**config.mk**
```make
export PLATFORM = sky130hd
export DESIGN_NAME = mipi_phy_ser_flat
export DESIGN_NICKNAME = d
export VERILOG_FILES = /design/src/rtl/mipi_phy_ser_if.sv /design/src/rtl/mipi_phy_ser.sv /design/src/flat_wrapper.sv
export SDC_FILE = /design/constraint.sdc
export NUM_CORES = 1
export LEC_CHECK = 0
export ABC_CLOCK_PERIOD_IN_PS = 2450
export BUFFER_PORTS_ARGS = -buffer_cell sky130_fd_sc_hd__buf_2
export CELL_PAD_IN_SITES_DETAIL_PLACEMENT = 1
export CELL_PAD_IN_SITES_GLOBAL_PLACEMENT = 2
export CORE_ASPECT_RATIO = 1.75
export CORE_UTILIZATION = 34
export CTS_BUF_LIST = sky130_fd_sc_hd__clkbuf_16
export CTS_CLUSTER_DIAMETER = 40
export DETAILED_ROUTE_END_ITERATION = 12
export HOLD_SLACK_MARGIN = 0.12
export PLACE_DENSITY = 0.8
export REMOVE_ABC_BUFFERS = 1
export SLEW_MARGIN = 20
export SYNTH_ARGS = -nofsm -noshare
export SYNTH_HDL_FRONTEND = slang
export SYNTH_SLANG_ARGS = --single-unit
```
**constraint.sdc**
```tcl
create_clock -name clk -period 2.45 [get_ports clk]
set_input_delay 0.245 -clock clk [delete_from_list [all_inputs] [get_ports clk]]
set_output_delay 0.245 -clock clk [all_outputs]
set_load 0.005 [all_outputs]
```
**src/rtl/mipi_phy_ser_if.sv**
```systemverilog
// Byte-stream handshake from the packet layer into the D-PHY transmit lane controller.
interface mipi_phy_ser_if;
    logic       in_valid;
    logic [7:0] in_data;
    logic       in_last;
    logic       in_ready;

    modport master (output in_valid, output in_data, output in_last, input in_ready);
    modport slave  (input in_valid, input in_data, input in_last, output in_ready);
endinterface

```
**src/rtl/mipi_phy_ser.sv**
```systemverilog
// D-PHY transmit lane controller: stripes a byte stream across active lanes and sequences
// LP-11 -> LP-01 -> LP-00 -> HS-zero -> sync -> payload -> trail -> LP-11, one word per tick.
module mipi_phy_ser #(
    parameter int MAX_LANES    = 1,
    parameter int T_HS_PREPARE = 2,
    parameter int T_HS_ZERO    = 6,
    parameter int T_HS_TRAIL   = 4
) (
    input  logic                   clk,
    input  logic                   reset,
    input  logic [2:0]             num_active_lanes,
    input  logic [MAX_LANES-1:0]   md_polarity,
    input  logic [7:0]             mipi_tx_period,
    mipi_phy_ser_if.slave          in_if,
    output logic                   tick,
    output logic                   hs_oe,
    output logic [8*MAX_LANES-1:0] hs_data,
    output logic [MAX_LANES-1:0]   mdp_lp,
    output logic [MAX_LANES-1:0]   mdn_lp,
    output logic                   busy,
    output logic                   underrun
);
    typedef enum logic [2:0] {
        ST_STOP, ST_LPX, ST_PREP, ST_ZERO, ST_SYNC, ST_DATA, ST_TRAIL, ST_EXIT
    } state_t;

    localparam logic [2:0] TLAST     = 3'(MAX_LANES - 1);
    localparam logic [7:0] PREP_END  = 8'(T_HS_PREPARE - 1);
    localparam logic [7:0] ZERO_END  = 8'(T_HS_ZERO - 1);
    localparam logic [7:0] TRAIL_END = 8'(T_HS_TRAIL - 1);

    state_t                        state_q, state_d;
    logic [7:0]                    timer_q, timer_d;
    logic [2:0]                    tcnt_q, tcnt_d;
    logic [2:0]                    nl_q, nl_in;
    logic [MAX_LANES-1:0]          act;
    logic [MAX_LANES-1:0][7:0]     asm_q;
    logic [2:0]                    acnt_q, acnt_base;
    logic                          closed_q, closed_base;
    logic                          hs_st, take, fire;
    logic [MAX_LANES-1:0]          b0_q, b0_d;
    logic [MAX_LANES-1:0]          lpp_d, lpn_d;
    logic [MAX_LANES-1:0][7:0]     word_d, hs_d, trail_w;
    logic                          oe_d, urun_d;

    // Free-running word counter; tick is registered so it is low while in reset.
    assign tcnt_d = (tcnt_q == TLAST) ? 3'd0 : tcnt_q + 3'd1;

    always_ff @(posedge clk) begin
        if (reset) begin
            tcnt_q <= 3'd0;
            tick   <= 1'b0;
        end else begin
            tcnt_q <= tcnt_d;
            tick   <= (tcnt_d == TLAST);
        end
    end

    always_comb begin
        nl_in = num_active_lanes;
        if (num_active_lanes == 3'd0)                 nl_in = 3'd1;
        else if (num_active_lanes > 3'(MAX_LANES))    nl_in = 3'(MAX_LANES);
    end

    always_comb begin
        for (int k = 0; k < MAX_LANES; k++) begin
            act[k]     = (3'(k) < nl_q);
            trail_w[k] = {8{~b0_q[k]}};
        end
    end

    // A full word may be refilled on the very tick it is shipped; a short one may not,
    // so a byte can never slip in behind an underrun close.
    assign hs_st           = (state_q == ST_SYNC) || (state_q == ST_DATA);
    assign take            = tick && (state_q == ST_DATA);
    assign in_if.in_ready  = hs_st && !closed_q && (take ? (acnt_q == nl_q) : (acnt_q < nl_q));
    assign fire            = in_if.in_valid && in_if.in_ready;
    assign acnt_base       = take ? 3'd0 : acnt_q;
    assign closed_base     = take ? 1'b0 : closed_q;

    always_ff @(posedge clk) begin
        if (reset) begin
            asm_q    <= '0;
            acnt_q   <= 3'd0;
            closed_q <= 1'b0;
            nl_q     <= 3'd1;
        end else begin
            if (state_q == ST_STOP) nl_q <= nl_in;
            if (!hs_st) begin
                acnt_q   <= 3'd0;
                closed_q <= 1'b0;
            end else begin
                acnt_q   <= acnt_base + {2'b00, fire};
                closed_q <= closed_base | (fire & in_if.in_last);
                for (int k = 0; k < MAX_LANES; k++)
                    if (fire && acnt_base == 3'(k)) asm_q[k] <= in_if.in_data;
            end
        end
    end

    always_comb begin
        state_d = state_q;
        timer_d = timer_q + 8'd1;
        oe_d    = 1'b0;
        lpp_d   = '1;
        lpn_d   = '1;
        word_d  = '0;
        b0_d    = b0_q;
        urun_d  = 1'b0;
        case (state_q)
            ST_STOP: if (in_if.in_valid) begin
                state_d = ST_LPX;
                timer_d = 8'd0;
            end
            ST_LPX: begin
                lpp_d = ~act;
                if (timer_q == mipi_tx_period) begin state_d = ST_PREP; timer_d = 8'd0; end
            end
            ST_PREP: begin
                lpp_d = ~act;
                lpn_d = ~act;
                if (timer_q == PREP_END) begin state_d = ST_ZERO; timer_d = 8'd0; end
            end
            ST_ZERO: begin
                lpp_d = ~act;
                lpn_d = ~act;
                oe_d  = 1'b1;
                if (timer_q == ZERO_END) state_d = ST_SYNC;
            end
            ST_SYNC: begin
                lpp_d   = ~act;
                lpn_d   = ~act;
                oe_d    = 1'b1;
                word_d  = {MAX_LANES{8'hB8}};
                b0_d    = '0;
                state_d = ST_DATA;
            end
            ST_DATA: begin
                lpp_d = ~act;
                lpn_d = ~act;
                oe_d  = 1'b1;
                for (int k = 0; k < MAX_LANES; k++) begin
                    if (3'(k) < acnt_q) begin
                        word_d[k] = asm_q[k];
                        b0_d[k]   = asm_q[k][0];
                    end else begin
                        word_d[k] = trail_w[k];
                    end
                end
                // A short unclosed word is shipped as if in_last had arrived.
                if (closed_q || acnt_q < nl_q) begin
                    state_d = ST_TRAIL;
                    timer_d = 8'd0;
                    urun_d  = !closed_q;
                end
            end
            ST_TRAIL: begin
                lpp_d  = ~act;
                lpn_d  = ~act;
                oe_d   = 1'b1;
                word_d = trail_w;
                if (timer_q == TRAIL_END) begin state_d = ST_EXIT; timer_d = 8'd0; end
            end
            ST_EXIT: if (timer_q == mipi_tx_period) state_d = ST_STOP;
            default: state_d = ST_STOP;
        endcase
        for (int k = 0; k < MAX_LANES; k++)
            hs_d[k] = (oe_d && act[k]) ? (word_d[k] ^ {8{md_polarity[k]}}) : 8'h00;
    end

    always_ff @(posedge clk) begin
        if (reset) begin
            state_q  <= ST_STOP;
            timer_q  <= 8'd0;
            hs_oe    <= 1'b0;
            hs_data  <= '0;
            mdp_lp   <= '1;
            mdn_lp   <= '1;
            b0_q     <= '0;
            underrun <= 1'b0;
        end else begin
            underrun <= tick & urun_d;
            if (tick) begin
                state_q <= state_d;
                timer_q <= timer_d;
                hs_oe   <= oe_d;
                hs_data <= hs_d;
                mdp_lp  <= lpp_d;
                mdn_lp  <= lpn_d;
                b0_q    <= b0_d;
            end
        end
    end

    assign busy = (state_q != ST_STOP);
endmodule

```
**src/flat_wrapper.sv**
```systemverilog
// flat-port wrapper written by rule: the top's interface ports become plain ports
module mipi_phy_ser_flat 
#(
    parameter int MAX_LANES    = 1,
    parameter int T_HS_PREPARE = 2,
    parameter int T_HS_ZERO    = 6,
    parameter int T_HS_TRAIL   = 4
)
  (clk, reset, num_active_lanes, md_polarity, mipi_tx_period, tick, hs_oe, hs_data, mdp_lp, mdn_lp, busy, underrun, in_if_in_valid, in_if_in_data, in_if_in_last, in_if_in_ready);
  mipi_phy_ser_if in_if_i ();
  input  logic clk;
  input  logic reset;
  input  logic [2:0] num_active_lanes;
  input  logic [MAX_LANES-1:0] md_polarity;
  input  logic [7:0] mipi_tx_period;
  output logic tick;
  output logic hs_oe;
  output logic [8*MAX_LANES-1:0] hs_data;
  output logic [MAX_LANES-1:0] mdp_lp;
  output logic [MAX_LANES-1:0] mdn_lp;
  output logic busy;
  output logic underrun;
  input wire logic [$bits(in_if_i.in_valid)-1:0] in_if_in_valid;
  input wire logic [$bits(in_if_i.in_data)-1:0] in_if_in_data;
  input wire logic [$bits(in_if_i.in_last)-1:0] in_if_in_last;
  output wire logic [$bits(in_if_i.in_ready)-1:0] in_if_in_ready;
  assign in_if_i.in_valid = in_if_in_valid;
  assign in_if_i.in_data = in_if_in_data;
  assign in_if_i.in_last = in_if_in_last;
  assign in_if_in_ready = in_if_i.in_ready;
  mipi_phy_ser #(.MAX_LANES(MAX_LANES), .T_HS_PREPARE(T_HS_PREPARE), .T_HS_ZERO(T_HS_ZERO), .T_HS_TRAIL(T_HS_TRAIL)) u_core (.clk(clk), .reset(reset), .num_active_lanes(num_active_lanes), .md_polarity(md_polarity), .mipi_tx_period(mipi_tx_period), .in_if(in_if_i), .tick(tick), .hs_oe(hs_oe), .hs_data(hs_data), .mdp_lp(mdp_lp), .mdn_lp(mdn_lp), .busy(busy), .underrun(underrun));
endmodule
```
* After elaboration in Yosys (flattened, before gate mapping)
Index checks and enable logic that the tools add are counted.
Operators by class: add/sub/neg operators 3, order comparisons 4, bitwise operators 7, eq/ne operators 20, muxes and demuxes 30, reductions and logical operators 23
Operators with widths (number):
- $mux W8 | 7
- $pmux W8 S5 | 1
- $mux W3 | 11
- $pmux W3 S8 | 1
- $pmux W8 S3 | 1
- $logic_not A3 Y1 | 5
- $eq A3 B3 Y1 const B | 4
- $ne A2 B1 Y1 const B | 5
- $add A8 B1 Y8 const B | 1
- $eq A8 B1 Y1 const B | 1
- $eq A8 B2 Y1 const B | 1
- $eq A8 B3 Y1 const B | 1
- $eq A8 B8 Y1 | 1
- $mux W1 | 8
- $reduce_and A8 Y1 | 1
- $xor A8 B8 Y8 | 1
- $eq A3 B2 Y1 const B | 2
- $logic_and A1 B1 Y1 | 6
- $lt A1 B3 Y1 const A | 2
- $ne A2 B2 Y1 const B | 3
- $reduce_or A6 Y1 | 1
- $reduce_or A5 Y1 | 1
- $reduce_or A4 Y1 | 1
- $add A3 B1 Y3 | 1
- 16 further kinds | 20
Storage, ports and cells: output and inout bits 15, input port bits 24, logic and storage cells 101, register bits after elaboration 43

* Logic depth before layout (Yosys ltp)
Gate-level depths: netlist of run 1.
word-level depth 7, depth in mapped cells 11, depth with buffers taken out 10

* Worst setup path after synthesis of run 1
No wires, ideal clock.
path kind reg-to-reg, from reg u_core.state_q[1], to reg u_core.acnt_q[1], stages on the path, launching flop included 10, data required time 2.335 ns, library setup time 0.115 ns, clock period less this slack 2.266 ns, buffers on the path 1, slack 0.184 ns, arrival time 2.151 ns, path through dfxtp_1 -> inv_1 -> ha_1 -> buf_4 -> o21ai_0 -> a211oi_1 -> and2_1 -> ha_1 -> ha_1 -> and3_1
Between the ends: word-level cells in the longest chain between the ends 6, elaborated cells on any way between the ends 12, those cells by class 1 x add/sub; 2 x eq/ne; 2 x mux; 1 x bitwise; 6 x reduce/logical
Ends and longest elaborated chain:
- start: declaration | RTL line mipi_phy_ser.sv:32 | state_t state_q, state_d;
- start signal: assignment | RTL line mipi_phy_ser.sv:184 | state_q <= state_d;
- $eq A3 B3 Y1 (on tied branches) | RTL line mipi_phy_ser.sv:74, mipi_phy_ser.sv:75
- $logic_and A1 B1 Y1 / $logic_or A1 B1 Y1 (equally long branches) | RTL line mipi_phy_ser.sv:75, mipi_phy_ser.sv:74
- $mux W1 / $logic_and A1 B1 Y1 (equally long branches) | RTL line mipi_phy_ser.sv:76 | assign in_if.in_ready = hs_st && !closed_q && (take ? (acnt_q == nl_q) : (acnt_q < nl_q));
- $logic_and A1 B1 Y1 * | RTL line mipi_phy_ser.sv:76
- net in_if_in_ready | RTL line flat_wrapper.sv:26 | output wire logic [$bits(in_if_i.in_ready)-1:0] in_if_in_ready;
- $logic_and A1 B1 Y1 * | RTL line mipi_phy_ser.sv:77 | assign fire = in_if.in_valid && in_if.in_ready;
- $add A3 B1 Y3 * | RTL line mipi_phy_ser.sv:93 | acnt_q <= acnt_base + {2'b00, fire};
- end signal: assignment | RTL line mipi_phy_ser.sv:93
- end: declaration | RTL line mipi_phy_ser.sv:38 | logic [2:0] acnt_q, acnt_base;
Mark *: on every way through the listed nets, which the timed path passes. The rest lies on a longest branch. A chain may end at the register's enable or synchronous reset.

* Worst setup path in the final report of run 1
from reg u_core.state_q[0], to reg u_core.acnt_q[1]
Between the ends: word-level cells in the longest chain between the ends 6, elaborated cells on any way between the ends 12, those cells by class 1 x add/sub; 2 x eq/ne; 2 x mux; 1 x bitwise; 6 x reduce/logical
Ends and longest elaborated chain (RTL line):
- $eq A3 B3 Y1 (on tied branches) | mipi_phy_ser.sv:74, mipi_phy_ser.sv:75
- $logic_and A1 B1 Y1 / $logic_or A1 B1 Y1 (equally long branches) | mipi_phy_ser.sv:75, mipi_phy_ser.sv:74
- $mux W1 / $logic_and A1 B1 Y1 (equally long branches) | mipi_phy_ser.sv:76
- $logic_and A1 B1 Y1 | mipi_phy_ser.sv:76
- $logic_and A1 B1 Y1 | mipi_phy_ser.sv:77
- $add A3 B1 Y3 | mipi_phy_ser.sv:93
Several ways; a longest one is shown, not always the timed one.

==> run summary, run 1 <==
The run finished with clean final reports. Relative to the synthesized area, the layout overhead comes to 20.7%. After layout, the worst setup slack is 71.8 ps. The clock root buffer master is sky130_fd_sc_hd__clkbuf_16.

The initial antenna violation count was 0. The startpoint identified for the worst register-to-register timing path is u_core.state_q[0]. Sorting the synthesized cells by area gives the leading types as sky130_fd_sc_hd__dfxtp_1 (37%), sky130_fd_sc_hd__xor2_1 (7.6%), sky130_fd_sc_hd__ha_1 (7.0%). The area fraction of the dominant cell type after synthesis was 0.371. The post-detailed-route wirelength per cell is 16.3 µm.

The largest driver fanout on the critical path is 6. The tools report the max-slew violation total from the final report as 0. Clock-pin slew was measured on the worst setup and hold paths at 60 ps. After routing, the total negative slack on setup checks comes to 0 ps.

The element type at the critical path start is a flop. The detailed-routed wire length on met2 was 3700 µm. The hold slack is 192 ps, and the number of flops mapped to enable cells by yosys is 0. For the violation count after the first detailed-route iteration, the log shows 41. The number of nets with antenna violations after routing is 0.

Max-cap violations in this run came to 0. For the number of antenna repair diodes, the log shows 0. The worst hold path begins at in_if_in_data[1]. Summing all flip-flop and latch instances after layout gives 861 µm².

The filler cell count in the final layout was 806; the sum of met3 wire segment lengths after detailed routing was 159 µm. The number of clock sinks seen by CTS was 43; the post-layout minimum cycle time was 2380 ps. First-pass GRT wire length: 10300 µm. The pin count of the biggest net entering global routing is 21, and the max-slew headroom at the worst pin is 0.391. Detailed placement finished with a half-perimeter wire length of 4880 µm.

The chip height works out to 111 µm. Setup violations remaining at the end of the flow were counted as 0. The worst slack at placement was 209 ps; the upper clock frequency limit was 0.420 GHz. Summing over every cut layer, the via total after detailed routing is 2092. After synthesis, the mean cell area works out to 9.06 µm².

The netlist uses 48 different library cells. The worst hold path passes through 3 cells. Number of buffers inserted for hold repair after clock tree synthesis: 0. The residual DRC count was 0; the cell area power density was 613 nW/µm². For the data arrival time of the critical path, the log shows 2560 ps. The cell area that synthesis handed to floorplanning was 2320 µm². Number of rows created at floorplan: 39. The tools report the endpoint class of the critical path as a flop. Summing all multi-input logic gate instances after layout gives 1360 µm². During I/O placement, the number of pins put on the boundary was 39.

The congestion estimate from routability-driven global placement came to 0.769. For this block, wires on met1 add up to 2210 µm. TritonCTS built the clock tree.

End point of the most critical hold path: u_core.asm_q[1]. Placeable core area: 6540 µm². Worst setup path category: flop to flop.

Cell taking the most area after synthesis: sky130_fd_sc_hd__dfxtp_1. Highest signal layer in the routed design: met4. The clock tree synthesis step divided the H-tree into 2 levels.

Counting flops and latches in the post-synthesis netlist gives 43. For the final count of hold timing violations, the log shows 0. The layout net count was 339. The total clock buffers created by CTS was 5.

After technology mapping, the gate count stands at 256. In this run the register-to-register setup slack is 70 ps. The final worst clock skew is 6.25 ps, and the routed wire length is 6260 µm. The via count normalized by instance count came out at 5.43.

For the pin with the worst max-slew slack, the measured transition is 907 ps. For the final global-route overflow total, the log shows 0. The fraction of final layout cells with drive strength greater than 1 is 0.205, and the power after layout is 1.71 mW. In this run the deepest clock path goes through 2 buffers. The die area was 7170 µm². The pre-antenna-repair detailed-routing pass consisted of 2 iterations. In this run the static leakage power is 1.18 nW. Leaving out filler cells and counting taps, the final layout contains 385. The fraction of synthesis flops using an asynchronous set or reset pin works out to 0. In this run the horizontal extent of the chip is 64.4 µm. At the later pin of the worst-skew pair, clock insertion delay measures 290 ps.

The run gives 377 as the number of cells after detailed placement. Starting density of the core: 0.355. The logs give 0.371 for the sequential share of the synthesized area and 2180 for the number of global-route vias before repair. The capture instance of the worst register-to-register path was u_core.acnt_q[1].

The final critical-path share of the clock period was 0.971. The tools report the peak supply drop as 402 µV. The Yosys step of the flow raised 0 warnings. The total global routing track utilization was 0.190. Among all flip-flop cells after synthesis, the most frequent one is sky130_fd_sc_hd__dfxtp_1. The port buffer count is 35, and the path depth of the worst reg2reg path is 8. The worst endpoint required time came out at 2630 ps. The worst hold path belongs to the class input port to flop.
## layout make-up
class | count | area share
well taps | 82 | 0.0367
inverters | 16 | 0.0215
clock buffers | 5 | 0.0447
multi-input cells | 187 | 0.484
clock inverters | 3 | 0.00536
flip-flops and latches | 43 | 0.308
repair buffers | 49 | 0.100
## critical path: stages (launching register included)
cell,delay [ps]
sky130_fd_sc_hd__dfxtp_1,430
sky130_fd_sc_hd__inv_1,100
sky130_fd_sc_hd__ha_1,270
sky130_fd_sc_hd__o21ai_0,520
sky130_fd_sc_hd__a211oi_2,110
sky130_fd_sc_hd__and2_1,210
sky130_fd_sc_hd__ha_1,210
sky130_fd_sc_hd__ha_1,270
sky130_fd_sc_hd__and3_1,160
## cells in the mapped netlist, types with 3 or more instances
| cell | count |
|---|---|
| sky130_fd_sc_hd__dfxtp_1 | 43 |
| sky130_fd_sc_hd__nor2_1 | 24 |
| sky130_fd_sc_hd__xor2_1 | 20 |
| sky130_fd_sc_hd__nor3_1 | 19 |
| sky130_fd_sc_hd__inv_1 | 16 |
| sky130_fd_sc_hd__ha_1 | 13 |
| sky130_fd_sc_hd__o21ai_0 | 11 |
| sky130_fd_sc_hd__nand2_1 | 9 |
| sky130_fd_sc_hd__a22o_1 | 8 |
| sky130_fd_sc_hd__mux2i_1 | 8 |
| sky130_fd_sc_hd__a211oi_1 | 7 |
| sky130_fd_sc_hd__a21oi_1 | 5 |
| sky130_fd_sc_hd__a31oi_1 | 5 |
| sky130_fd_sc_hd__xnor2_1 | 5 |
| sky130_fd_sc_hd__and3_1 | 4 |
| sky130_fd_sc_hd__clkbuf_1 | 4 |
| sky130_fd_sc_hd__nand4_1 | 4 |
| sky130_fd_sc_hd__nor4_1 | 4 |
| sky130_fd_sc_hd__a32oi_1 | 3 |
| sky130_fd_sc_hd__nand3_1 | 3 |
| sky130_fd_sc_hd__nor2b_1 | 3 |
| sky130_fd_sc_hd__or3_1 | 3 |
## where the power goes
group,internal [mW],switching (mW),total (mW)
combinational,0.138,0.177,0.315
sequential,0.725,0.0257,0.751
clock,0.371,0.278,0.649
total,1.23,0.481,1.71
## kinds of logic after synthesis
kind of cell,after synthesis,synth area share
and+or+nand+nor,84,0.195
AOI/OAI and AO/OA,57,0.188
DFF,43,0.371
buffers and inverters,26,0.0464
xor gates and xnor gates,25,0.0944
adders and majority gates,13,0.0702
muxes,8,0.0345
## cell usage in the layout, fill, tap and decap left out, types with 4 or more instances in the layout
master and instances:
sky130_fd_sc_hd__inv_1 16, sky130_fd_sc_hd__nor4_1 4, sky130_fd_sc_hd__mux2i_1 8, sky130_fd_sc_hd__and3_1 4, sky130_fd_sc_hd__o21ai_0 11, sky130_fd_sc_hd__nand2_1 9
sky130_fd_sc_hd__ha_1 13, sky130_fd_sc_hd__xor2_1 20, sky130_fd_sc_hd__nand4_1 4, sky130_fd_sc_hd__a21oi_1 5, sky130_fd_sc_hd__dfxtp_1 43, sky130_fd_sc_hd__clkbuf_16 5
sky130_fd_sc_hd__a22o_1 8, sky130_fd_sc_hd__nor2_1 24, sky130_fd_sc_hd__a31oi_1 5, sky130_fd_sc_hd__buf_4 14, sky130_fd_sc_hd__xnor2_1 5, sky130_fd_sc_hd__nor3_1 19
sky130_fd_sc_hd__a211oi_1 6, sky130_fd_sc_hd__buf_2 35
## flip-flops by register name, summed over array words and instances, names as in the netlist
name / cells
u_core.tick: 1
u_core.asm_q: 8
u_core.b0_q: 1
u_core.tcnt_q: 3
u_core.hs_data: 8
u_core.state_q: 3
u_core.underrun: 1
u_core.timer_q: 8
u_core.nl_q: 3
u_core.closed_q: 1
u_core.acnt_q: 3
u_core.hs_oe: 1
u_core.mdn_lp: 1
u_core.mdp_lp: 1
## how the worst max path moves through the flow
stage	from	end	cells after the start
finish	u_core.state_q[0]	u_core.acnt_q[1]	8
global route	u_core.state_q[0]	u_core.acnt_q[2]	9
CTS	u_core.acnt_q[2]	u_core.acnt_q[1]	8
detailed placement	u_core.nl_q[2]	u_core.acnt_q[1]	9
global placement	u_core.acnt_q[2]	u_core.acnt_q[1]	8
floorplan	u_core.state_q[0]	u_core.acnt_q[1]	8
## metrics by stage
step | cell area [µm²] | util
2_1_floorplan | 2270 | -
3_3_place_gp | 2650 | 0.406
3_5_place_dp | 2650 | 0.406
4_1_cts | 2790 | 0.427
5_1_grt | 2800 | 0.428
6_report | 2800 | 0.428
## layer usage
layer	track usage	up-vias
met5	0	-
met4	0.0859	0
met3	0.0350	12
met2	0.384	32
met1	0.169	1028
li1	-	1020
## timing repair
action,in CTS,in global routing
endpoints found under the hold margin,0,0
setup endpoints to repair,0,2
setup buffers,0,0
gates resized for setup,0,1
Power figures use the tool's default switching activity.
==> run 2, diff against run 1 <==
- RECOVER_POWER: default -> 50
==> run summary, run 2 (same netlist as run 1, synthesis figures left out) <==
For the number of nets with antenna violations after routing, the log shows 0 (unchanged). The tools report the placer's final routability congestion estimate as 0.769 (unchanged). The tools report the critical register-to-register path startpoint as u_core.state_q[0] (unchanged). The largest stage delay on the critical path works out to 520 ps (about the same). For the final global-route overflow total, the log shows 0 (unchanged). The tools report the number of cells upsized or downsized after cts as 0 (unchanged). The endpoint class of the critical path is a flop (unchanged). The logs give 4880 µm (unchanged) for the detailed-placement wirelength estimate and 0 (unchanged) for the final count of hold timing violations.

Total negative slack: 0 ps (unchanged). The chip height came out at 111 µm (unchanged). The tools report the end point of the most critical hold path as u_core.asm_q[1] (unchanged).

The count of maximum capacitance violations is 0 (unchanged), and the post-layout minimum cycle time is 2380 ps (about the same). The max-slew violation total from the final report came out at 0 (unchanged). Most common cell after layout, fill and taps aside: sky130_fd_sc_hd__dfxtp_1 (unchanged).

The clock root buffer master is sky130_fd_sc_hd__clkbuf_16 (unchanged). The top-level I/O count was 39 (unchanged). Commonest non-fill, non-tap cells in the layout: sky130_fd_sc_hd__dfxtp_1 (43), sky130_fd_sc_hd__buf_2 (29), sky130_fd_sc_hd__nor2_1 (24), sky130_fd_sc_hd__xor2_1 (20), sky130_fd_sc_hd__nor3_1 (19) (was sky130_fd_sc_hd__dfxtp_1 (43), sky130_fd_sc_hd__buf_2 (35), sky130_fd_sc_hd__nor2_1 (24), sky130_fd_sc_hd__xor2_1 (20), sky130_fd_sc_hd__nor3_1 (19)).

For the filler cell count in the final layout, the log shows 811 (was 806). The cell repeated most along the worst path is sky130_fd_sc_hd__ha_1 (unchanged). The setup slack on the worst flop-to-flop path is 70 ps (about the same), and the violation count after the first detailed-route iteration is 38 (was 41).

The run gives 6540 µm² (unchanged) as the placeable core area. The number of antenna repair diodes was 0 (unchanged); the cell area power density was 615 nW/µm² (was 613 nW/µm²). The peak supply drop was 375 µV (was 402 µV); the total clock buffers created by CTS was 5 (unchanged). The pin count of the biggest net entering global routing was 21 (unchanged).

The final worst clock skew is 6.19 ps (was 6.25 ps), and the hold slack is 192 ps (about the same). Busiest layer in global routing: met2 (unchanged). The final setup violation count is 0 (unchanged). The worst hold path class was input port to flop (unchanged). The die width was 64.4 µm (unchanged). The hold path depth was 3 (unchanged).

For the starting density of the core, the log shows 0.355 (unchanged). The CTS clock-pin slew for the worst setup and hold paths was 60 ps (about the same); the power after layout was 1.71 mW (about the same). The path depth of the worst reg2reg path was 8 (unchanged). The layout overhead on the synthesized area is 19.9% (was 20.7%).

The worst setup path category is flop to flop (unchanged). The tools report the leakage power as 1.15 nW (was 1.18 nW). The residual DRC count came out at 0 (unchanged).

Chain of cells forming the critical path: inv_1, ha_1, o21ai_0, a211oi_2, and2_1, ha_1, ha_1, and3_1 (unchanged). The first-pass GRT wire length is 10300 µm (unchanged). For the clock latency reported for the late side of the worst-skew pair, the log shows 290 ps (about the same).

The upper clock frequency limit was 0.420 GHz (about the same). The run finished with clean final reports. For the data arrival time of the critical path, the log shows 2560 ps (about the same). The number of cells after detailed placement is 377 (unchanged), and the maximum level of the CTS H-tree is 2 (unchanged). For the setup slack after layout, the log shows 71.1 ps (was 71.8 ps).

The met1 usage in global routing is 0.169 (unchanged), and the length of the first detailed-routing pass in iterations is 2 (unchanged). The die area came out at 7170 µm² (unchanged). The tools report the number of clock sinks seen by CTS as 43 (unchanged). The final critical-path share of the clock period is 0.971 (about the same). Master of the slowest instance on the critical path: sky130_fd_sc_hd__o21ai_0 (unchanged). The category of cells accounting for the largest share of critical-path delay was adder cells (unchanged). The total global routing track utilization is 0.190 (unchanged), and the measured slew at the worst slew-check pin is 907 ps (about the same).

The tools report the global routing met2 resource utilization as 0.384 (unchanged). Element type at the critical path start: a flop (unchanged). The tools report the capture instance of the worst register-to-register path as u_core.acnt_q[1] (unchanged). The worst endpoint required time was 2640 ps (was 2630 ps); the post-place instance area was 2650 µm² (unchanged). The logs give 2180 (unchanged) for the number of global-route vias before repair and 0.391 (about the same) for the max-slew headroom at the worst pin.

Top Registers: u_core.asm_q x8, u_core.hs_data x8, u_core.timer_q x8 (unchanged). The fraction of final layout cells with drive strength greater than 1 works out to 0.175 (was 0.205). The buffers plus inverters on the worst setup path was 1 (unchanged); the number of buffers inserted for hold repair after clock tree synthesis was 0 (unchanged).

The total via count after detailed routing was 2090 (was 2092). TritonCTS built the clock tree. Post-route cell area: 2780 µm² (was 2800 µm²). The via count normalized by instance count came out at 5.43 (about the same). The largest driver fanout on the critical path was 6 (unchanged); the number of rows created at floorplan was 39 (unchanged).

The routed wire length is 6270 µm (was 6260 µm), and the port buffer count is 35 (unchanged). The non-filler instance count after layout came out at 385 (unchanged). The post-detailed-route wirelength per cell was 16.3 µm (about the same); the initial antenna violation count was 0 (unchanged). The origin of the worst min-delay path was in_if_in_data[1] (unchanged). The final cell utilization of the core was 0.425 (was 0.428). Worst slack at placement: 209 ps (unchanged).

The number of buffers on the longest clock path was 2 (unchanged); the met3 usage in global routing was 0.0350 (unchanged). The buffers inserted during post-CTS setup optimization was 0 (unchanged); the layout net count was 339 (unchanged).
## run 2: cell count changes in the layout (fill, tap and decap cells not counted), sizes merged
cell and delta:
buf -9, clkbuf +9
## run 2: metal layers
metal | wire [µm] | part of all wire | up-vias
met5 | 0 | 0 | -
met4 | 185 | 0.030 | 0
met3 | 159 | 0.025 | 12
met2 | 3700 | 0.59 | 32
met1 | 2220 | 0.35 | 1027
li1 | - | - | 1019
## run 2: cell type report
type,count,area (µm²),area share
clock buffers,5,125,0.0450
clock inverters,3,15.0,0.00540
inverters,16,60.1,0.0216
multi-input cells,187,1360,0.487
flip-flops and latches,43,861,0.310
well taps,82,103,0.0369
repair buffers,49,262,0.0941
## run 2: worst max path at each step
| stage | from | endpoint | slack [ps] | depth (start not counted) |
|---|---|---|---|---|
| after floorplan | u_core.state_q[0] | u_core.acnt_q[1] | 200 | 8 |
| after global placement | u_core.acnt_q[2] | u_core.acnt_q[1] | 240 | 8 |
| after detailed placement | u_core.nl_q[2] | u_core.acnt_q[1] | 210 | 9 |
| after CTS | u_core.acnt_q[2] | u_core.acnt_q[1] | 140 | 8 |
| after global routing | u_core.state_q[0] | u_core.acnt_q[2] | -90 | 9 |
| final | u_core.state_q[0] | u_core.acnt_q[1] | 70 | 8 |
## run 2: power by group
group	total [mW]	switching, mW	internal [mW]
sequential	0.751	0.0258	0.725
combinational	0.309	0.177	0.132
clock	0.649	0.278	0.371
total	1.71	0.481	1.23
## run 2: tightest hold or removal path: stages
cell	delay [ps]
sky130_fd_sc_hd__buf_2	70
sky130_fd_sc_hd__mux2i_1	50
sky130_fd_sc_hd__nor2_1	70
==> run 3, diff against run 2 <==
- CORE_MARGIN: default -> 2
- RECOVER_POWER: 50 -> default
==> run summary, run 3 (same netlist as run 1, synthesis figures left out) <==
The measured slew at the worst slew-check pin came out at 573 ps (was 907 ps). Chain of cells forming the critical path: inv_1, ha_1, o21ai_0, a211oi_2, and2_1, ha_1, ha_1, xor2_1, nor3_1 (was inv_1, ha_1, o21ai_0, a211oi_2, and2_1, ha_1, ha_1, and3_1). For the number of buffers on the longest clock path, the log shows 2 (unchanged). The run gives 4920 µm (was 4880 µm) as the detailed-placement wirelength estimate.

The final setup violation count came out at 0 (unchanged). The clock latency reported for the late side of the worst-skew pair was 280 ps (was 290 ps); the die area was 7520 µm² (was 7170 µm²). Setup repair after global routing left no endpoint under its margin.

For the internal power, the log shows 1.23 mW (about the same). Top Registers: u_core.asm_q x8, u_core.hs_data x8, u_core.timer_q x8 (unchanged). The busiest layer in global routing was met2 (unchanged). The run gives 2660 µm² (was 2650 µm²) as the post-place instance area.

Commonest non-fill, non-tap cells in the layout: sky130_fd_sc_hd__dfxtp_1 (43), sky130_fd_sc_hd__buf_2 (35), sky130_fd_sc_hd__nor2_1 (24), sky130_fd_sc_hd__xor2_1 (20), sky130_fd_sc_hd__nor3_1 (18) (was sky130_fd_sc_hd__dfxtp_1 (43), sky130_fd_sc_hd__buf_2 (29), sky130_fd_sc_hd__nor2_1 (24), sky130_fd_sc_hd__xor2_1 (20), sky130_fd_sc_hd__nor3_1 (19)). The proportion of power drawn by combinational gates came out at 0.185 (was 0.181). The number of rows created at floorplan came out at 39 (unchanged). The category of cells accounting for the largest share of critical-path delay was adder cells (unchanged). The maximum level of the CTS H-tree came out at 2 (unchanged). The worst hold path class was input port to flop (unchanged).

Die width: 66.4 µm (was 64.4 µm). Largest driver fanout on the critical path: 6 (unchanged). The total negative slack was 0 ps (unchanged); the post-layout minimum cycle time was 2280 ps (was 2380 ps). The run gives 340 (was 339) as the layout net count. The cell repeated most along the worst path was sky130_fd_sc_hd__ha_1 (unchanged).

The run gives 2159 (was 2180) as the number of global-route vias before repair. The layout overhead on the synthesized area was 21.1% (was 19.9%). The via count normalized by instance count works out to 5.30 (was 5.43). The global routing met2 resource utilization is 0.350 (was 0.384), and the chip height is 113 µm (was 111 µm).

TritonCTS built the clock tree. The number of nets with antenna violations after routing came out at 0 (unchanged). The clock root buffer master is sky130_fd_sc_hd__clkbuf_16 (unchanged). The fraction of final layout cells with drive strength greater than 1 was 0.207 (was 0.175). The tools report the residual DRC count as 0 (unchanged).

Master of the slowest instance on the critical path: sky130_fd_sc_hd__dfxtp_1 (was sky130_fd_sc_hd__o21ai_0). The logs give 0.443 (was 0.440) for the register share of total power and 1.19 nW (was 1.15 nW) for the leakage power. The element type at the critical path start was a flop (unchanged). The number of buffers inserted for hold repair after clock tree synthesis came out at 0 (unchanged). The max-slew headroom at the worst pin was 0.614 (was 0.391).

The final count of hold timing violations is 0 (unchanged), and the number of antenna repair diodes is 0 (unchanged). The buffers plus inverters on the worst setup path is 1 (unchanged), and the worst endpoint required time is 2650 ps (was 2640 ps). The logs give 0.0278 (was 0.0350) for the met3 usage in global routing and 196 ps (was 192 ps) for the hold slack. The total global routing track utilization is 0.180 (was 0.190).

For the post-route cell area, the log shows 2810 µm² (was 2780 µm²). The tools report the routed wire length as 6170 µm (was 6270 µm). The tools report the peak supply drop as 265 µV (was 375 µV).

The most common cell after layout, fill and taps aside is sky130_fd_sc_hd__dfxtp_1 (unchanged). The CTS clock-pin slew for the worst setup and hold paths was 60 ps (about the same); the port buffer count was 35 (unchanged). The final global-route overflow total is 0 (unchanged).

The final critical-path share of the clock period works out to 0.932 (was 0.971). The tools report the endpoint class of the critical path as a flop (unchanged). Met1 usage in global routing: 0.176 (was 0.169). The run gives 0.352 (was 0.355) as the starting density of the core.

The max-slew violation total from the final report came out at 0 (unchanged). The length of the first detailed-routing pass in iterations was 3 (was 2); the top-level I/O count was 39 (unchanged). The share of power burned in the clock network is 0.372 (was 0.380), and the total via count after detailed routing is 2046 (was 2090). The upper clock frequency limit is 0.438 GHz (was 0.420 GHz).

The logs give 0 (unchanged) for the initial antenna violation count and 20 (was 21) for the pin count of the biggest net entering global routing. The post-detailed-route wirelength per cell is 16.0 µm (was 16.3 µm), and the power dissipated by switching net loads is 0.468 mW (was 0.481 mW). The number of clock sinks seen by CTS was 43 (unchanged); the count of maximum capacitance violations was 0 (unchanged). The final worst clock skew came out at 5.06 ps (was 6.19 ps). The first-pass GRT wire length was 10300 µm (about the same). For the violation count after the first detailed-route iteration, the log shows 36 (was 38).

The cell area power density is 605 nW/µm² (was 615 nW/µm²), and the placeable core area is 6590 µm² (was 6540 µm²). The run finished with clean final reports. Data arrival time of the critical path: 2490 ps (was 2560 ps). The worst setup path category is flop to flop (unchanged). The switching share of power is 0.275 (was 0.282).

The largest stage delay on the critical path came out at 420 ps (was 520 ps). The logs give 5 (unchanged) for the total clock buffers created by CTS and 0.823 (was 0.769) for the placer's final routability congestion estimate.
==> run 3: changes by cell type in the layout (fill, tap and decap cells not counted) <==
cell / delta
sky130_fd_sc_hd__clkbuf_1: -9
sky130_fd_sc_hd__buf_2: +6
sky130_fd_sc_hd__buf_4: +4
sky130_fd_sc_hd__clkinvlp_4: -1
sky130_fd_sc_hd__inv_1: +1
sky130_fd_sc_hd__nor3_1: -1
sky130_fd_sc_hd__nor3_2: +1
==> run 3: per-layer routing <==
layer	up-vias	wire length, µm	share of wire
li1	1020	-	-
met1	976	2240	0.36
met2	37	3560	0.58
met3	13	171	0.028
met4	0	199	0.032
met5	-	0	0
==> run 3: worst paths after layout <==
path / startpoint / to / cells after the start / slack [ps]
max: u_core.state_q[0] / u_core.acnt_q[2] / 9 / 170
min: in_if_in_data[1] / u_core.asm_q[1] / 3 / 200
max reg2reg: u_core.state_q[0] / u_core.acnt_q[2] / 9 / 170
min reg2reg: u_core.hs_data[4] / u_core.hs_data[4] / 1 / 470
==> run 3: timing repair <==
item                       CTS  global route
hold endpoints to repair     0             0
setup buffers                0             0
resized for setup            0             2
setup endpoints to repair    0            10
==> run 3: worst reg2reg max path, delay by kind of cell (launching register included) <==
kind,cells,cell delay [ps]
flops,1,420
simple gates,2,320
fa+ha+maj,3,700
xor+xnor,1,160
compound gates,2,510
buf+inv,1,100
==> run 3: through the flow <==
step	utilization	worst slack [ps]	power [mW]	instances
global route	0.426	34.1	1.79	386
CTS	0.425	147	1.72	386
finish	0.426	167	1.70	386
detailed placement	0.404	216	1.09	378
global placement	0.404	258	1.08	378
floorplan	-	203	0.945	246
==> run 3: area by class of cell <==
class	instances	area [µm²]
sequential	43	861
clock buffer	5	125
clock inverter	3	11.3
tap	82	103
multi-input combinational	187	1360
timing repair buffer	50	288
fill	799	3780
inverter	16	60.1
==> run 3: power by group through the flow <==
stage / Combinational, mW / Sequential [mW] / Clock [mW]
after floorplan: 0.177 / 0.768 / 0
after global placement: 0.310 / 0.768 / 0
after CTS: 0.319 / 0.754 / 0.646
final: 0.314 / 0.753 / 0.633
after detailed placement: 0.317 / 0.769 / 0
after global routing: 0.355 / 0.757 / 0.673
